`src/rtl/fetch_unit_pkg.sv`:
```
// Shared definitions for the instruction fetch unit: FSM state encoding,
// instruction field positions and default widths.
package fetch_unit_pkg;

   localparam int PC_W_DEF    = 16;
   localparam int INSTR_W_DEF = 32;

   localparam int FIELD_W    = 4;
   localparam int OPCODE_MSB = 31;
   localparam int OPCODE_LSB = 28;
   localparam int MM_MSB     = 27;
   localparam int MM_LSB     = 24;

   typedef enum logic [1:0] {
      ST_IDLE = 2'd0,
      ST_REQ  = 2'd1,
      ST_WAIT = 2'd2
   } fetch_state_e;

   // Load requests into the PC register, listed highest priority first.
   typedef struct packed {
      logic rst;
      logic branch;
      logic inc;
   } pc_ctrl_t;

   function automatic logic is_busy(input fetch_state_e s);
      return (s == ST_REQ) || (s == ST_WAIT);
   endfunction

endpackage

```
`src/rtl/fetch_unit_pc_reg.sv`:
```
// Program counter: soft reset, branch target (absolute or pc-relative) and
// post-fetch increment, all modulo 2^PC_W.
module pc_reg
   import fetch_unit_pkg::*;
#(
   parameter int              PC_W     = PC_W_DEF,
   parameter logic [PC_W-1:0] RESET_PC = '0
) (
   input  logic            clk,
   input  logic            rst_f,
   input  pc_ctrl_t        ctrl,
   input  logic            br_sel,
   input  logic [PC_W-1:0] imm,
   output logic [PC_W-1:0] pc
);

   logic [PC_W-1:0] target;
   logic [PC_W-1:0] pc_next;

   // Sums are PC_W wide, so overflow wraps naturally (0xFFFF + 1 = 0x0000).
   always_comb begin
      target = br_sel ? imm : pc + imm;
   end

   // NOTE: default assignment first so every path drives pc_next; no latch.
   always_comb begin
      pc_next = pc;
      if (ctrl.rst)
         pc_next = RESET_PC;
      else if (ctrl.branch)
         pc_next = target;
      else if (ctrl.inc)
         pc_next = pc + PC_W'(1);
   end

   // NOTE: sequential state is written with non-blocking assignments only.
   always_ff @(posedge clk) begin
      if (!rst_f)
         pc <= RESET_PC;
      else
         pc <= pc_next;
   end

endmodule

```
`src/rtl/fetch_unit.sv`:
```
// Instruction fetch unit: three-state request/wait FSM, instruction register
// and the memory handshake, driving the pc_reg sub-module.
module fetch_unit
   import fetch_unit_pkg::*;
#(
   parameter int              PC_W     = PC_W_DEF,
   parameter int              INSTR_W  = INSTR_W_DEF,
   parameter logic [PC_W-1:0] RESET_PC = '0
) (
   input  logic               clk,
   input  logic               rst_f,
   input  logic               pc_write,
   input  logic               pc_sel,
   input  logic               br_sel,
   input  logic               pc_rst,
   input  logic [PC_W-1:0]    imm,
   input  logic [INSTR_W-1:0] mem_rdata,
   input  logic               mem_ready,
   output logic               mem_req,
   output logic [PC_W-1:0]    mem_addr,
   output logic [PC_W-1:0]    pc_out,
   output logic [INSTR_W-1:0] ir,
   output logic [FIELD_W-1:0] opcode,
   output logic [FIELD_W-1:0] mm,
   output logic               ir_valid,
   output logic               fetch_busy
);

   fetch_state_e    state;
   fetch_state_e    state_next;
   logic [PC_W-1:0] pc;
   logic            fetch_done;
   pc_ctrl_t        pc_ctrl;

   // A branch or soft reset in the completing cycle aborts the fetch, so the
   // returned word is dropped and the PC does not advance.
   assign fetch_done = (state == ST_WAIT) && mem_ready && !pc_sel && !pc_rst;

   assign pc_ctrl = '{rst: pc_rst, branch: pc_sel, inc: fetch_done};

   pc_reg #(
      .PC_W     (PC_W),
      .RESET_PC (RESET_PC)
   ) u_pc_reg (
      .clk    (clk),
      .rst_f  (rst_f),
      .ctrl   (pc_ctrl),
      .br_sel (br_sel),
      .imm    (imm),
      .pc     (pc)
   );

   always_ff @(posedge clk) begin
      if (!rst_f)
         state <= ST_IDLE;
      else
         state <= state_next;
   end

   always_comb begin
      state_next = state;
      if (pc_rst || pc_sel) begin
         state_next = ST_IDLE;
      end else begin
         unique case (state)
            ST_IDLE: if (pc_write)  state_next = ST_REQ;
            ST_REQ:                 state_next = ST_WAIT;
            ST_WAIT: if (mem_ready) state_next = ST_IDLE;
            default:                state_next = ST_IDLE;
         endcase
      end
   end

   always_comb begin
      mem_req    = is_busy(state);
      fetch_busy = is_busy(state);
      mem_addr   = pc;
   end

   // NOTE: ir is a single control register, so it is reset; only wide storage
   // arrays would be left unreset.
   always_ff @(posedge clk) begin
      if (!rst_f) begin
         ir       <= '0;
         ir_valid <= 1'b0;
      end else begin
         ir_valid <= fetch_done;
         if (pc_rst)
            ir <= '0;
         else if (fetch_done)
            ir <= mem_rdata;
      end
   end

   assign pc_out = pc;
   assign opcode = ir[OPCODE_MSB:OPCODE_LSB];
   assign mm     = ir[MM_MSB:MM_LSB];

endmodule
```
`config.mk`:
```
export PLATFORM = sky130hd
export DESIGN_NAME = fetch_unit
export DESIGN_NICKNAME = d
export VERILOG_FILES = /design/src/rtl/fetch_unit_pkg.sv /design/src/rtl/fetch_unit_pc_reg.sv /design/src/rtl/fetch_unit.sv
export SDC_FILE = /design/constraint.sdc
export NUM_CORES = 1
export LEC_CHECK = 0
export CAP_MARGIN = 20
export CORE_ASPECT_RATIO = 0.5
export CORE_UTILIZATION = 30
export CTS_CLUSTER_DIAMETER = 80
export DETAILED_ROUTE_END_ITERATION = 10
export GPL_TIMING_DRIVEN = 0
export SLEW_MARGIN = 20
export SYNTH_ARGS = -nofsm -noshare
export SYNTH_HDL_FRONTEND = slang
export SYNTH_HIERARCHICAL = 1
export SYNTH_SLANG_ARGS = --single-unit
```
`constraint.sdc`:
```
create_clock -name clk -period 4.81 [get_ports clk]
set_clock_uncertainty 0.1 [all_clocks]
set_input_delay 1.443 -clock clk [delete_from_list [all_inputs] [get_ports clk]]
set_output_delay 1.443 -clock clk [all_outputs]
set_load 0.05 [all_outputs]
```
==> impl_results.md, run 1 <==
- Htree depth: 2
- Crit path arrival time: 4.01 ns
- IO Pins: 130
- Minimum clock period: 3.885 ns
- Top-area cell type share of the netlist area: 31.09%
- #FFs+latches synth: 51
- Final Hold Fails: 0
- Hold slack: between 0.3 and 0.4 ns
- EDFF count, synth: 0
- Layout cells sized above 1: 9.403%
- Synth area leaders: dfxtp_1, nand2_1, a21oi_1, ha_1, buf_4
- Switching share of power: a little over 30%
- Port Buffer Count: 129
- Synth Net Count: a little under 500
- Post-CTS Hold Fix Bufs: 0
- Clock buffer depth: 2
- Placed cell area: roughly 4800 um2
- Global route total overflow: 0
- Cells after Synth: 416
- Die Ht: 75.99 um
- Slew Limit Fails: 0
- Pleak: around 0.0018 uW
- Wirelength per Cell: 13.14 um
- Number of setup buffers added after CTS: 0
- Area growth, synth to finish: 49.07%
- Post-synthesis cell type with the largest combined area: dfxtp_1
- Initial antenna violation count: 0
- Die Width: between 100 and 150 um
- Root Buffer: clkbuf_16
- First-pass GRT wire length: 14860 um
- Total power draw: 1065 uW
- Final net count: 627
- Crit-path max cell delay: 0.61 ns
- Final Cell Area: 4896 um2
- Power per cell area: 217.6 nW/um2
- Initial Util: 31.55%
- RSZ-0062 raised after global routing: no
- Worst hold path type: reg -> reg
- Clock group share of total power: 34.5%
- First-iteration detailed-routing DRC count: 159
- Net switching power: 322.7 uW
- Num CTS Buffers: 5
- Drt pass-1 iters: 4
- Final setup viols: 0
- Worst skew pair latency: 0.29 ns
- Post-Route WL: 9107 um
- Seq/Total Area, Yosys: 31.09%
- Comb power frac: 24.1%
- Final TNS setup: 0 ns
- Worst path cell trace: clkdlybuf4s50_1 -> nand4bb_1 -> buf_4 -> clkinv_4 -> buf_8 -> and2_1 -> nand4_1 -> nand2b_1 -> xnor2_1 -> o221ai_1 -> a21oi_1
- Synth cell types: 57
- Cell Int Power: 742.5 uW
- DRC: 0
- Peak fanout along the critical path: 14
- Vias in the first global route: 3092
- Flop pwr share: 41.4%
- CTS Sinks: 51
- Fmax: 257.4 MHz
- GRT Util Overall: between 10% and 20%
- Worst-Margin Slew: 0.6185 ns
- Die area: 11400 um2
- CTS tree: built
- Diode count: 0
- Worst path required time: 4.93 ns
- Setup CP Type: in -> reg
- Placeable core area: 10410 um2
- Ys Warns: 6
- Run status: finished, final reports clean
- Synthesized area: 3284 um2
- Pin count of the biggest net entering global routing: 17
- Maxcap violations: 0
- CTS clk-pin slew, worst paths: around 0.07 ns
- Synthesized area per cell: 7.895 um2
- Global placer's final weighted congestion: 0.8662
- Avg Vias per Cell: 4.753
- Fill cells: 1043
- Num rows: 26
- ANT nets after route: 0
- Slew headroom: 58.76%
- Post-synth ARST share: 0%
- Critical path capture point type: flip-flop
- Post-CTS Resized: 0
- Startpoint Class: primary input
- Number of flip-flops in the largest register: 32
- Fin crit share: 80.77%
- HPWL Detailed: between 6000 and 7000 um
- Vias: ~3300
- Worst vdd ir: roughly 0.13 mV
- Top FF cell, synth: dfxtp_1
- CP max-delay cell: clkdlybuf4s50_1
## cell type report
type	instances	area (um2)	share of cell area (%)
Multi-Input combinational cell	312	1926	39.33
Timing Repair Buffer	129	1291	26.37
Sequential cell	51	1021	20.85
Buffer	44	299.0	6.108
Tap cell	140	175.2	3.578
Clock buffer	6	128.9	2.632
Inverter	9	38.79	0.7922
Clock inverter	2	16.27	0.3322
## per-stage QoR
step           std cells  utilization (%)  worst slack (ns)
3_3_place_gp         685            45.64            0.6031
2_1_floorplan        416                -             1.509
6_report             693            47.03            0.9252
4_1_cts              693            47.03            0.9165
3_5_place_dp         685            45.64            0.6062
5_1_grt              693            47.03            0.7984
## power groups by stage
stage	clock network, uW	registers [uW]	logic [uW]
global placement	0	451	256
finish	367	441	257
floorplan	0	471	136
detailed placement	0	452	256
global route	397	443	278
CTS	387	441	257
## synth_stat cells, types with 2 or more instances
library cell	n
a211oi_1	9
nor2b_1	3
a311oi_1	2
o21a_1	2
nand4_1	5
a22oi_1	2
inv_1	8
nor2_1	24
clkbuf_1	6
mux2i_1	7
and4_1	2
nor3_1	2
nand2b_1	6
buf_6	2
o221ai_1	2
nand3_1	11
buf_2	5
ha_1	19
buf_4	27
xnor2_1	14
dfxtp_1	51
o21ai_0	17
a21oi_2	3
a21o_1	7
buf_1	3
nand2_1	81
a21oi_1	51
a211o_1	2
xor2_1	11
o211ai_1	3
a31oi_1	3
## layer usage
metal  up-vias  track usage, %  part of all wire (%)
met5         -               0                     0
met4         0           3.636                  0.67
met3         5           4.790                   7.1
met2        86           27.96                    47
met1      1504           20.38                    45
li1       1699               -                     -
## cells in the final DEF, fill, tap and decap left out, types with 3 or more instances in the layout
cell,n
clkdlybuf4s50_1,129
nand2_1,81
a21oi_1,51
dfxtp_1,51
buf_4,27
nor2_1,24
ha_1,19
o21ai_0,17
xnor2_1,14
nand3_1,11
xor2_1,11
a211oi_1,9
inv_1,8
clkbuf_1,7
a21o_1,7
mux2i_1,7
nand2b_1,6
buf_2,5
clkbuf_16,5
nand4_1,5
a21oi_2,3
nor2b_1,3
a31oi_1,3
buf_1,3
o211ai_1,3
## critical path, delay by kind of cell
| kind | cells | cell delay (ns) |
|---|---|---|
| xor gates and xnor gates | 1 | 0.15 |
| buffers and inverters | 4 | 1.01 |
| AOI/OAI and AO/OA | 2 | 0.27 |
| and+or+nand+nor | 4 | 1.13 |
## kinds of logic (layout without fill, tap and decap cells)
group	count (synthesis)	in the layout	synth area share, %
and+or+nand+nor	146	146	20.46
AOI/OAI and AO/OA	114	114	21.52
adders and majority gates	20	20	7.848
muxes	7	7	2.133
buffers and inverters	53	190	10.29
DFF	51	51	31.09
xor gates and xnor gates	25	25	6.667
## path summary, 6_finish.rpt
path	to	slack, ns	depth (start not counted)	start
worst max-delay path	u_pc_reg/pc[12]$_SDFFE_PP0P_	0.93	11	pc_sel
worst max register to register	u_pc_reg/pc[12]$_SDFFE_PP0P_	2.27	12	state[0]$_SDFFE_PP0P_
worst min-delay path	ir[15]$_SDFFE_PP0P_	0.35	2	ir[15]$_SDFFE_PP0P_
worst min register to register	ir[15]$_SDFFE_PP0P_	0.35	2	ir[15]$_SDFFE_PP0P_
Power figures use the tool's default switching activity.
==> run 2, diff against run 1 <==
==> constraint.sdc (replaced) <==
create_clock -name clk -period 3.9 [get_ports clk]
set_clock_uncertainty 0.1 [all_clocks]
set_input_delay 1.17 -clock clk [delete_from_list [all_inputs] [get_ports clk]]
set_output_delay 1.17 -clock clk [all_outputs]
set_load 0.05 [all_outputs]
==> results of run 2 <==
Same layout as run 1 (identical final DEF). Status: finished, final reports clean.
Among the figures that moved: setup slack after placement 0.6062 ns -> -0.03079 ns; setup slack after layout 0.9252 ns -> 0.2882 ns; register-to-register setup slack 2.27 ns -> 1.36 ns; total power 1065 uW -> 1314 uW; worst IR drop on VDD 0.1262 mV -> 0.1557 mV
